<file path="src/rtl/tamaguchi_pkg.sv">
// Shared definitions for the pet care command path.
// Holds the command identifiers seen by the needs/state controller,
// the care requester bit positions, the scheduler state encoding,
// and a helper that maps a requester index to its command id.
package tamaguchi_pkg;

   localparam int unsigned NUM_CARE = 5;

   // Command identifiers on cmd_id
   localparam logic [2:0] CMD_TICK        = 3'd0;
   localparam logic [2:0] CMD_REGAR       = 3'd1;
   localparam logic [2:0] CMD_ABONAR      = 3'd2;
   localparam logic [2:0] CMD_PODAR       = 3'd3;
   localparam logic [2:0] CMD_REPOSAR     = 3'd4;
   localparam logic [2:0] CMD_INTERACCION = 3'd5;

   // Bit positions within the req vector
   localparam int unsigned REQ_REGAR       = 0;
   localparam int unsigned REQ_ABONAR      = 1;
   localparam int unsigned REQ_PODAR       = 2;
   localparam int unsigned REQ_REPOSAR     = 3;
   localparam int unsigned REQ_INTERACCION = 4;

   typedef enum logic [1:0] {
      StIdle  = 2'd0,
      StIssue = 2'd1,
      StLock  = 2'd2
   } sched_state_e;

   // Care requester i is reported as command i+1; 0 is reserved for the tick.
   function automatic logic [2:0] care_cmd(input logic [2:0] idx);
      return idx + 3'd1;
   endfunction

endpackage

</file>
<file path="src/rtl/rr_pick.sv">
// Combinational 5-way rotating priority encoder.
// Ports:
//   pend   - eligible pending care requests
//   rr_ptr - index of the most recently granted requester
//   any    - at least one request is eligible
//   idx    - winning index, searched from rr_ptr+1 upward modulo 5
module rr_pick
   import tamaguchi_pkg::*;
(
   input  logic [NUM_CARE-1:0] pend,
   input  logic [2:0]          rr_ptr,
   output logic                any,
   output logic [2:0]          idx
);

   logic [2:0] cand;

   // Walk from the farthest slot to the nearest so the nearest hit is the last write.
   always_comb begin
      any  = 1'b0;
      idx  = 3'd0;
      cand = 3'd0;
      for (int k = NUM_CARE; k >= 1; k--) begin
         cand = 3'((int'(rr_ptr) + k) % int'(NUM_CARE));
         if (pend[cand]) begin
            any = 1'b1;
            idx = cand;
         end
      end
   end

endmodule

</file>
<file path="src/rtl/action_scheduler.sv">
// Serialises care requests and the need-decay tick into one command stream.
// Ports:
//   clk, rst_n          - clock, asynchronous active-low reset
//   req[4:0]            - debounced request levels (edge captured internally)
//   tick                - one-cycle decay pulse, always highest priority
//   sleeping            - only reposar and tick are eligible while high
//   clear               - synchronous soft clear of pending work and lockout
//   cmd_valid/cmd_id    - registered command output, held until cmd_ready
//   cmd_ready           - consumer accepts the command
//   dropped[7:0]        - saturating count of edges lost to an already-pending request
module action_scheduler
   import tamaguchi_pkg::*;
#(
   parameter int unsigned LOCK_CYCLES = 50_000_000,
   parameter int unsigned NREQ        = 5
) (
   input  logic            clk,
   input  logic            rst_n,
   input  logic [NREQ-1:0] req,
   input  logic            tick,
   input  logic            sleeping,
   input  logic            clear,
   output logic            cmd_valid,
   output logic [2:0]      cmd_id,
   input  logic            cmd_ready,
   output logic [7:0]      dropped
);

   localparam int unsigned LockW = $clog2(LOCK_CYCLES + 1);

   sched_state_e     state_q, state_d;
   logic [NREQ-1:0]  req_q, pend_q, pend_d;
   logic             tick_pend_q, tick_pend_d;
   logic             held_q, held_d;
   logic [LockW-1:0] lock_cnt_q, lock_cnt_d;
   logic [2:0]       rr_ptr_q, rr_ptr_d;
   logic             cmd_valid_q, cmd_valid_d;
   logic [2:0]       cmd_id_q, cmd_id_d;
   logic [7:0]       dropped_q, dropped_d;

   logic [NREQ-1:0]  rise, elig_mask, elig_pend;
   logic             accept, pick_any;
   logic [2:0]       pick_idx, acc_idx;

   always_comb begin
      elig_mask = '1;
      if (sleeping) begin
         elig_mask = '0;
         elig_mask[REQ_REPOSAR] = 1'b1;
      end
   end

   assign rise      = req & ~req_q;
   assign elig_pend = pend_q & elig_mask;
   // A clear in the accepting cycle cancels the handshake outright.
   assign accept    = cmd_valid_q & cmd_ready & ~clear;
   assign acc_idx   = cmd_id_q - 3'd1;

   rr_pick u_rr_pick (
      .pend   (elig_pend),
      .rr_ptr (rr_ptr_q),
      .any    (pick_any),
      .idx    (pick_idx)
   );

   always_comb begin
      state_d     = state_q;
      pend_d      = pend_q;
      tick_pend_d = tick_pend_q;
      held_d      = held_q;
      lock_cnt_d  = lock_cnt_q;
      rr_ptr_d    = rr_ptr_q;
      cmd_valid_d = cmd_valid_q;
      cmd_id_d    = cmd_id_q;
      dropped_d   = dropped_q;

      // Retire the accepted command first so a same-cycle edge re-arms it.
      if (accept) begin
         if (cmd_id_q == CMD_TICK) tick_pend_d = 1'b0;
         else                      pend_d[acc_idx] = 1'b0;
      end

      for (int i = 0; i < NREQ; i++) begin
         if (rise[i] && elig_mask[i]) begin
            if (pend_q[i] && !(accept && cmd_id_q != CMD_TICK && acc_idx == 3'(i)) &&
                dropped_d != 8'hFF) begin
               dropped_d = dropped_d + 8'd1;
            end
            pend_d[i] = 1'b1;
         end
      end
      pend_d = pend_d & elig_mask;

      if (tick) tick_pend_d = 1'b1;

      unique case (state_q)
         StIdle: begin
            if (tick_pend_q) begin
               state_d     = StIssue;
               cmd_valid_d = 1'b1;
               cmd_id_d    = CMD_TICK;
            end else if (pick_any) begin
               state_d     = StIssue;
               cmd_valid_d = 1'b1;
               cmd_id_d    = care_cmd(pick_idx);
            end
         end
         StIssue: begin
            if (accept) begin
               cmd_valid_d = 1'b0;
               if (cmd_id_q == CMD_TICK) begin
                  state_d = held_q ? StLock : StIdle;
                  held_d  = 1'b0;
               end else begin
                  state_d    = StLock;
                  lock_cnt_d = LockW'(LOCK_CYCLES - 1);
                  rr_ptr_d   = acc_idx;
               end
            end
         end
         StLock: begin
            // A tick interrupts the lockout with the counter frozen.
            if (tick_pend_q) begin
               state_d     = StIssue;
               cmd_valid_d = 1'b1;
               cmd_id_d    = CMD_TICK;
               held_d      = 1'b1;
            end else if (lock_cnt_q == '0) begin
               state_d = StIdle;
            end else begin
               lock_cnt_d = lock_cnt_q - 1'b1;
            end
         end
         default: state_d = StIdle;
      endcase

      if (clear) begin
         state_d     = StIdle;
         pend_d      = '0;
         tick_pend_d = 1'b0;
         held_d      = 1'b0;
         lock_cnt_d  = '0;
         cmd_valid_d = 1'b0;
      end
   end

   always_ff @(posedge clk or negedge rst_n) begin
      if (!rst_n) begin
         state_q     <= StIdle;
         req_q       <= '0;
         pend_q      <= '0;
         tick_pend_q <= 1'b0;
         held_q      <= 1'b0;
         lock_cnt_q  <= '0;
         rr_ptr_q    <= 3'd4;  // regar is searched first after reset
         cmd_valid_q <= 1'b0;
         cmd_id_q    <= 3'd0;
         dropped_q   <= 8'd0;
      end else begin
         state_q     <= state_d;
         req_q       <= req;
         pend_q      <= pend_d;
         tick_pend_q <= tick_pend_d;
         held_q      <= held_d;
         lock_cnt_q  <= lock_cnt_d;
         rr_ptr_q    <= rr_ptr_d;
         cmd_valid_q <= cmd_valid_d;
         cmd_id_q    <= cmd_id_d;
         dropped_q   <= dropped_d;
      end
   end

   assign cmd_valid = cmd_valid_q;
   assign cmd_id    = cmd_id_q;
   assign dropped   = dropped_q;

endmodule

</file>
<file path="config.mk">
export PLATFORM = sky130hd
export DESIGN_NAME = action_scheduler
export DESIGN_NICKNAME = d
export VERILOG_FILES = /design/src/rtl/tamaguchi_pkg.sv /design/src/rtl/rr_pick.sv /design/src/rtl/action_scheduler.sv
export SDC_FILE = /design/constraint.sdc
export NUM_CORES = 1
export LEC_CHECK = 0
export ABC_AREA = 1
export BUFFER_PORTS_ARGS = -buffer_cell sky130_fd_sc_hd__buf_2
export CAP_MARGIN = 10
export CORE_MARGIN = 10
export CORE_UTILIZATION = 55
export CTS_CLUSTER_DIAMETER = 100
export DETAILED_ROUTE_END_ITERATION = 10
export PLACE_DENSITY_LB_ADDON = 0.05
export SYNTH_ARGS = -nofsm -noshare
export SYNTH_HDL_FRONTEND = slang
export SYNTH_SLANG_ARGS = --single-unit
</file>
<file path="constraint.sdc">
create_clock -name clk -period 5.6 [get_ports clk]
set_input_delay 0.28 -clock clk [delete_from_list [all_inputs] [get_ports clk]]
set_output_delay 0.28 -clock clk [all_outputs]
set_load 0.02 [all_outputs]
</file>
==> results.toml, run 1 <==
[outcome]
status = "finished, final reports clean"

[floorplanning]
die_width_um = 123
rows = 37
core_um2 = 10300
ios = 23
start_util_pct = 56.3
die_h_um = 123
die_area_um2 = 15000

[clocking]
clkSinkCount = 55
cts_buffer_depth = 2
numCtsBuffers = 5
clk_pin_slew_ns = 0.10
cts_root_buffer = "clkbuf_8"
htreeDepth = 2
cts_tree = "done"
clkLatencyLatePin_ns = 0.31

[setup_path]
cp.required_ns = 5.80
reg2reg_slack_ns = 0.55
start_kind = "flop"
arrival_ns = 5.26
r2r_cells = 41
r2r_end = "dropped[3]"
crit_top_cell = "nand2_1"
path_delay_family = "simple AND/OR/NAND/NOR gates"
crit_path_end_kind = "flop"
startpoint = "cmd_id[0]"
rr_startpoint = "cmd_id[0]"
cp_slowest_cell = "dfrtp_1"
cpPeakStageDelay_ns = 0.40
cp.depth = 41
critical_path_buf_inv_count = 4
critPathMaxFanout = 8
path_class = "flop to flop"
critPathCapture = "dropped[3]"

[layout]
final_cell_mix = "nand2_1 (206), inv_1 (139), nor2_1 (89)"
diodes = 0
final_core_util_pct = 60.7
final_cells = 1064
final_common_cell = "nand2_1"
area_growth_syn_to_layout_pct = 7.85
fin_nets = 978
drive_above_1_share_pct = 13.8
stdcell_area_um2 = 6240

[sta]
finalCritPeriodShare_pct = 90.2
setup_slack_ns = 0.547
min_period_ns = 5.05
worstMarginPinSlew_ns = 0.878
fmax_ghz = 0.198
setup_violations = 0
clock_skew_ns = 0.0138
whs_ns = 0.0735
tns_ns = 0
finalMaxSlewViolations = 0
relSlewSlack_pct = 41.2
finalHoldViolCount = 0

[grt]
grt_pass1_vias = 5360
grt_max_degree = 56
grt_overflow = 0
grt-busiest-layer = "met2"
grtUsageMet2_pct = 32.4
grt_use_met3_pct = 2.30
grt_pass1_wl_mm = 24.6
antenna_found_initial = 0
grtUsageMet1_pct = 26.2
grtUsageTotal_pct = 19.3

[placed_design]
numPortBuffers = 22
placed_cell_area_um2 = 6060
gp_congestion = 0.946
dp_cells = 1051
dp_slack_ns = 0.211
dp_hpwl_mm = 11.5

[detailed_routing]
ant_nets = 0
via_per_inst = 5.46
vias = 5814
wirelength_mm = 14.5
drcViolationCount = 0
drt_iter0_markers = 384
dr.pass1.iters = 5
wl_per_cell_um = 13.6

[synthesis]
synth_ff_type = "dfrtp_1"
synth_nets = 951
synth-seq-cells = 55
synth_edf_count = 0
ys_async_sr_fraction_pct = 100
ys_types = 47
netlist_area_um2 = 5780
synth_seq_area_share_pct = 23.8
syn_avg_cell_area_um2 = 6.43
yosys_warnings = 0
synthCells = 900

[min_path]
hold_path_class = "primary input to asynchronous set/reset pin"

[power_and_ir_drop]
power.internal_mw = 1.61
power_frac_clock_pct = 5.5
switching_share_pct = 58.1
p_seq_share_pct = 17.8
finalPower_mw = 3.85
power_frac_comb_pct = 76.7
p_sw_mw = 2.24
power_density_nw_per_um2 = 617
p_leak_nw = 3.12
vdd_ir_drop_max_mv = 0.283

[job]
cap_violations = 0
worst register-to-register path, delay by kind of cell (launching register included):
kind | cells | cell delay, ns
buffers and inverters | 4 | 0.32
flip-flops | 1 | 0.40
AO/OA/AOI/OAI | 1 | 0.09
AND/OR/NAND/NOR | 31 | 3.09
adder cells (fa/ha/maj) | 4 | 0.87
XOR/XNOR | 1 | 0.17
per-layer routing:
| metal | share of wire, % | wire, um | vias to the layer above |
|---|---|---|---|
| li1 | - | - | 2982 |
| met1 | 47 | 6800 | 2683 |
| met4 | 1.0 | 148 | 0 |
| met2 | 47 | 6780 | 133 |
| met3 | 5.1 | 738 | 16 |
| met5 | 0 | 0 | - |
how the worst min path moves through the flow:
stage | from | to | slack, ns | cells after the start
after floorplan | rst_n | cmd_id[0] | -0.02 | 0
after global placement | req[3] | req_q[3] | 0.40 | 1
after detailed placement | req[3] | req_q[3] | 0.41 | 1
after CTS | req[3] | req_q[3] | 0.09 | 1
after global routing | req[2] | req_q[2] | 0.09 | 1
final | rst_n | lock_cnt_q[21] | 0.07 | 2
flip-flops by register name (all words and copies together) (netlist names):
signal,count
lock_cnt_q,26
rr_ptr_q,3
dropped,8
req_q,5
state_q,2
cmd_id,3
tick_pend_q,1
pend_q,5
held_q,1
cmd_valid,1
synthesized netlist by cell type, types with 3 or more instances:
cell type / instances / area, um^2
a21oi_1: 43 / 215
a31oi_1: 4 / 25.0
buf_2: 3 / 15.0
clkbuf_1: 11 / 41.3
dfrtp_1: 54 / 1350
ha_1: 39 / 488
inv_1: 141 / 529
inv_2: 6 / 22.5
nand2_1: 207 / 777
nand2_2: 20 / 125
nand2_4: 3 / 33.8
nand3_1: 56 / 280
nand3_2: 8 / 80.1
nand3_4: 3 / 52.6
nand3b_1: 3 / 22.5
nand4_1: 31 / 194
nor2_1: 91 / 342
nor2_2: 16 / 100
nor2_4: 8 / 90.1
nor3_1: 16 / 80.1
nor4_1: 5 / 31.3
o211ai_1: 3 / 22.5
o21ai_0: 70 / 350
o22ai_1: 9 / 56.3
o41ai_1: 3 / 26.3
or2_2: 5 / 31.3
xor2_1: 16 / 140
repair_timing:
action / in CTS / in global routing
hold buffers: 0 / 0
setup endpoints to repair: 0 / 8
buffers inserted: 0 / 5
resized for setup: 0 / 14
area by class of cell:
class | instances | area, um^2
Tap cell | 136 | 170
Inverter | 148 | 557
Clock inverter | 2 | 12.5
Clock buffer | 6 | 72.6
Fill cell | 987 | 4040
Timing Repair Buffer | 35 | 208
Multi-Input combinational cell | 682 | 3840
Sequential cell | 55 | 1380
logic make-up (layout without fill, tap and decap cells):
logic type | count (synthesis) | in the layout | share of synthesized area, %
buf+inv | 163 | 191 | 10.8
fa+ha+maj | 40 | 40 | 8.78
simple gates | 476 | 476 | 39.3
compound gates | 147 | 147 | 14.3
xor+xnor | 19 | 19 | 3.01
flops | 55 | 55 | 23.8
power groups by stage:
stage,clock [mW],sequential (mW),combinational (mW)
2_1_floorplan,0,0.687,2.20
3_3_place_gp,0,0.678,2.79
3_5_place_dp,0,0.684,2.86
4_1_cts,0.221,0.679,2.87
5_1_grt,0.234,0.703,3.40
6_report,0.212,0.684,2.95
Note: power is estimated with default switching activity, not from simulation.
==> run 2, diff against run 1 <==
--- a/config.mk
+++ b/config.mk
@@ -12,7 +12,7 @@
 export CORE_UTILIZATION = 55
 export CTS_CLUSTER_DIAMETER = 100
 export DETAILED_ROUTE_END_ITERATION = 10
-export PLACE_DENSITY_LB_ADDON = 0.05
+export PLACE_DENSITY = 0.72
 export SYNTH_ARGS = -nofsm -noshare
 export SYNTH_HDL_FRONTEND = slang
 export SYNTH_SLANG_ARGS = --single-unit
==> run 2 against run 1 <==
  * Critical path depth unchanged
  * Utilization increased by 0.41 points
  * Sequential cell count unchanged
  * Final cell count increased by 0.47%
  * Critical endpoint unchanged
  * Largest power group unchanged
==> results.toml, run 2 (synthesis results as in run 1) <==
[outcome]
status = "finished, final reports clean"

[clocking]
clk_pin_slew_ns = 0.11
numCtsBuffers = 5
cts_tree = "done"
htreeDepth = 2
cts_buffer_depth = 2
clkSinkCount = 55
clkLatencyLatePin_ns = 0.33
cts_root_buffer = "clkbuf_8"
holdBufCountCts = 0

[setup_path]
reg2reg_slack_ns = 0.39
arrival_ns = 5.44
cp_slowest_cell = "dfrtp_1"
critPathMaxFanout = 8
path_class = "flop to flop"
crit_top_cell = "nand2_1"
cpPeakStageDelay_ns = 0.42
start_kind = "flop"
crit_path_end_kind = "flop"
cp.required_ns = 5.83
rr_startpoint = "cmd_id[1]"
r2r_end = "dropped[3]"
path_delay_family = "simple AND/OR/NAND/NOR gates"
r2r_cells = 41
critical_path_buf_inv_count = 4

[sta]
min_period_ns = 5.21
finalCritPeriodShare_pct = 93.1
setup_violations = 0
whs_ns = 0.0584
worstMarginPinSlew_ns = 0.846
relSlewSlack_pct = 43.4
fmax_ghz = 0.192
finalMaxSlewViolations = 0
tns_ns = 0
finalHoldViolCount = 0
clock_skew_ns = 0.00882

[floorplanning]
ios = 23
die_area_um2 = 15000
die_width_um = 123
start_util_pct = 56.3
die_h_um = 123
rows = 37
core_um2 = 10300

[min_path]
hold_depth = 1
hold_path_class = "primary input to flop"
hold_end = "req_q[1]"
min_from = "req[1]"

[placed_design]
gp_congestion = 0.927
dp_hpwl_mm = 12.1
numPortBuffers = 22

[layout]
drive_above_1_share_pct = 14.4
fin_nets = 983
final_cell_mix = "nand2_1 (206), inv_1 (140), nor2_1 (89)"
diodes = 0
final_common_cell = "nand2_1"
area_growth_syn_to_layout_pct = 8.59
fillers = 998
largest_reg_flops = 26
max_flop_register = "lock_cnt_q"

[detailed_routing]
dr.pass1.iters = 5
drt_iter0_markers = 440
wl_per_cell_um = 14.5
drcViolationCount = 0
ant_nets = 0
vias = 5786
wirelength_mm = 15.5
via_per_inst = 5.41

[power_and_ir_drop]
power_density_nw_per_um2 = 624
finalPower_mw = 3.92
vdd_ir_drop_max_mv = 0.287
p_leak_nw = 3.14

[grt]
grt_pass1_vias = 5502
antenna_found_initial = 0
grt_max_degree = 56
grtUsageTotal_pct = 20.4
grt_overflow = 0
grt_pass1_wl_mm = 25.5

[job]
cap_violations = 0
## run 2: layer usage
metal | up-vias | share of wire [%] | GRT usage, % | routed length, um
met2 | 117 | 48 | 35.2 | 7400
met5 | - | 0 | 0 | 0
met1 | 2661 | 46 | 26.1 | 7150
met4 | 0 | 1.4 | 5.38 | 217
li1 | 2990 | - | - | -
met3 | 18 | 4.5 | 3.03 | 694
## run 2: cell type report
cell class	count	area [um^2]	area share (%)
Multi-Input combinational cell	682	3840	61.1
Sequential cell	55	1380	21.9
Inverter	148	557	8.86
Timing Repair Buffer	40	245	3.90
Tap cell	136	170	2.71
Clock buffer	5	68.8	1.10
Clock inverter	3	23.8	0.378
## run 2: worst reg2reg max path, delay by kind of cell (launching register included)
kind                       cells  cell delay (ns)
xor gates and xnor gates       1             0.19
AOI/OAI and AO/OA              1             0.09
adders and majority gates      4             0.88
and+or+nand+nor               31             3.23
DFF                            1             0.42
buffers and inverters          4             0.32
## run 2: where the power goes
part / switching [mW] / internal, mW
logic: 1.99 / 1.00
registers: 0.147 / 0.536
clock network: 0.153 / 0.0900
total: 2.29 / 1.63
## run 2: stage by stage
step                instances  util (%)  setup WS [ns]  cell area, um^2
detailed placement       1052      59.0         0.0660             6060
finish                   1069      61.1          0.388             6280
global route             1069      61.1        -0.0121             6280
CTS                      1060      59.9         0.0338             6160
global placement         1052      59.0          0.270             6060
floorplan                 900         -          0.465             5780
## run 2: worst max path at each step
stage / start / endpoint / slack, ns / cells past startpoint
2_1_floorplan: cmd_id[0] / dropped[3] / 0.47 / 41
3_5_place_dp: cmd_id[1] / dropped[1] / 0.07 / 41
3_3_place_gp: cmd_id[1] / dropped[1] / 0.27 / 41
5_1_grt: cmd_id[1] / dropped[1] / -0.01 / 42
6_report: cmd_id[1] / dropped[3] / 0.39 / 41
4_1_cts: cmd_id[1] / dropped[1] / 0.03 / 41
## run 2: repair_timing
item                                    CTS  global route
endpoints found under the setup margin    0             8
gates resized for setup                   0            13
buffers inserted                          0             9
==> run 3, diff against run 2 <==
--- a/config.mk
+++ b/config.mk
@@ -8,11 +8,13 @@
 export ABC_AREA = 1
 export BUFFER_PORTS_ARGS = -buffer_cell sky130_fd_sc_hd__buf_2
 export CAP_MARGIN = 10
+export CORE_ASPECT_RATIO = 0.6
 export CORE_MARGIN = 10
 export CORE_UTILIZATION = 55
 export CTS_CLUSTER_DIAMETER = 100
 export DETAILED_ROUTE_END_ITERATION = 10
 export PLACE_DENSITY = 0.72
+export RECOVER_POWER = 25
 export SYNTH_ARGS = -nofsm -noshare
 export SYNTH_HDL_FRONTEND = slang
 export SYNTH_SLANG_ARGS = --single-unit
==> run 3 against run 2 <==
  * Cell area decreased by 0.22%
  * Global-route usage decreased by 0.51 points
  * Sequential cell count unchanged
  * Setup slack worse by 0.010 ns
  * First-iteration DRC count is 32% higher
  * The flow now finishes with violations (capacitance limit, slew limit)
  * Clock-buffer cell count increased by 1
  * Clock power rose by 38%
  * Utilization grew 1.2 points
  * Critical path depth is 6 lower
==> results.toml, run 3 (synthesis results as in run 1) <==
[grt]
antenna_found_initial = 0
grt_max_degree = 56
grt_overflow = 0
grt_pass1_vias = 5232
grt_pass1_wl_mm = 25.9
grtUsageTotal_pct = 19.9

[layout]
drive_above_1_share_pct = 13.0
area_growth_syn_to_layout_pct = 8.35
largest_reg_flops = 26
final_cell_mix = "nand2_1 (206), inv_1 (139), nor2_1 (90)"
max_flop_register = "lock_cnt_q"
final_core_util_pct = 62.3
diodes = 0
fillers = 962
final_common_cell = "nand2_1"
multiInputGateArea_um2 = 3820
register_area_um2 = 1380
fin_nets = 976
final_cells = 1061

[sta]
tns_ns = 0
finalCritPeriodShare_pct = 93.3
fmax_ghz = 0.191
clock_skew_ns = 0.00596
worstMarginPinSlew_ns = 3.00
relSlewSlack_pct = -100
min_period_ns = 5.22
finalMaxSlewViolations = 56
finalHoldViolCount = 0
whs_ns = 0.106
setup_violations = 0

[clocking]
clkSinkCount = 55
cts_tree = "done"
cts_root_buffer = "clkbuf_16"
numCtsBuffers = 5
clk_pin_slew_ns = 0.08
holdBufCountCts = 0
htreeDepth = 2
clkLatencyLatePin_ns = 0.29
cts_buffer_depth = 2

[outcome]
failed_checks = "capacitance limit, slew limit"
status = "finished, violations left"

[power_and_ir_drop]
switching_share_pct = 57.7
power_density_nw_per_um2 = 643
p_sw_mw = 2.33
power.internal_mw = 1.70
p_leak_nw = 3.13
power_frac_comb_pct = 74.4
power_frac_clock_pct = 8.3
p_seq_share_pct = 17.2
vdd_ir_drop_max_mv = 0.460
finalPower_mw = 4.03

[placed_design]
dp_cells = 1051
gp_congestion = 0.934
numPortBuffers = 22
dp_hpwl_mm = 12.5

[setup_path]
cp.required_ns = 5.73
cpPeakStageDelay_ns = 0.54
crit_path_end_kind = "flop"
start_kind = "flop"
crit_top_cell = "nand2_1"
startpoint = "dropped[3]"
rr_startpoint = "dropped[3]"
arrival_ns = 5.35
path_class = "flop to flop"
cp_slowest_cell = "dfrtp_1"
critPathMaxFanout = 11

[floorplanning]
start_util_pct = 57.5
core_um2 = 10100
die_area_um2 = 15200
die_width_um = 152
rows = 28
ios = 23
die_h_um = 99.4

[min_path]
min_from = "req[4]"
hold_path_class = "primary input to flop"

[detailed_routing]
via_per_inst = 5.60
wirelength_mm = 15.6
drt_iter0_markers = 582
wl_per_cell_um = 14.7
dr.pass1.iters = 5
ant_nets = 0
drcViolationCount = 0
vias = 5940

[job]
cap_violations = 1
run 3: cell types whose count changed in the layout (fill, tap and decap cells not counted), moves of 2 or more:
cell	change
buf_4	-8
clkbuf_1	+6
clkbuf_8	-4
clkbuf_16	+5
buf_2	-5
clkinvlp_4	-2
run 3: per-stage QoR:
stage               area, um^2  setup WS [ns]
floorplan                 5780          0.465
global route              6270        -0.0286
global placement          6060          0.394
detailed placement        6060          0.235
CTS                       6220          0.190
finish                    6270          0.377
run 3: final timing paths:
kind	to	slack [ns]	cells past startpoint
max	dropped[7]	0.38	35
min	req_q[4]	0.11	1
max reg2reg	dropped[7]	0.38	35
min reg2reg	lock_cnt_q[11]	0.50	1
max in group asynchronous	req_q[0]	2.84	2
min in group asynchronous	lock_cnt_q[10]	1.05	2
run 3: repair_timing:
| item | 4_1_cts | 5_1_grt |
|---|---|---|
| endpoints found under the setup margin | 0 | 8 |
| setup buffers | 0 | 2 |
| endpoints found under the hold margin | 0 | 0 |
| gates resized for setup | 0 | 11 |
run 3: cell type report:
cell class	count	share of cell area, %
tap	135	2.70
sequential	55	22.0
clock buffer	6	2.22
multi-input combinational	682	61.0
clock inverter	2	0.279
inverter	148	8.88
timing repair buffer	33	2.91
run 3: power by group through the flow:
stage	clock [mW]	sequential [mW]	combinational (mW)
2_1_floorplan	0	0.687	2.20
3_3_place_gp	0	0.691	2.82
3_5_place_dp	0	0.695	2.90
4_1_cts	0.340	0.688	2.92
5_1_grt	0.357	0.715	3.41
6_report	0.335	0.695	3.00
run 3: routing by layer:
layer  global-route usage [%]  vias up  wire length, um
met1                     31.6     2718             8180
met3                     2.92       12             1280
met2                     27.5      230             6100
met5                        0        -                0
met4                     2.87        0               76
li1                         -     2980                -
run 3: worst max-delay path, delay by kind of cell, from the launching register on:
kind                     cells  cell delay, ns
adder cells (fa/ha/maj)      3            0.62
AO/OA/AOI/OAI                1            0.10
XOR/XNOR                     1            0.22
flip-flops                   1            0.54
AND/OR/NAND/NOR             29            3.42
buffers and inverters        1            0.13
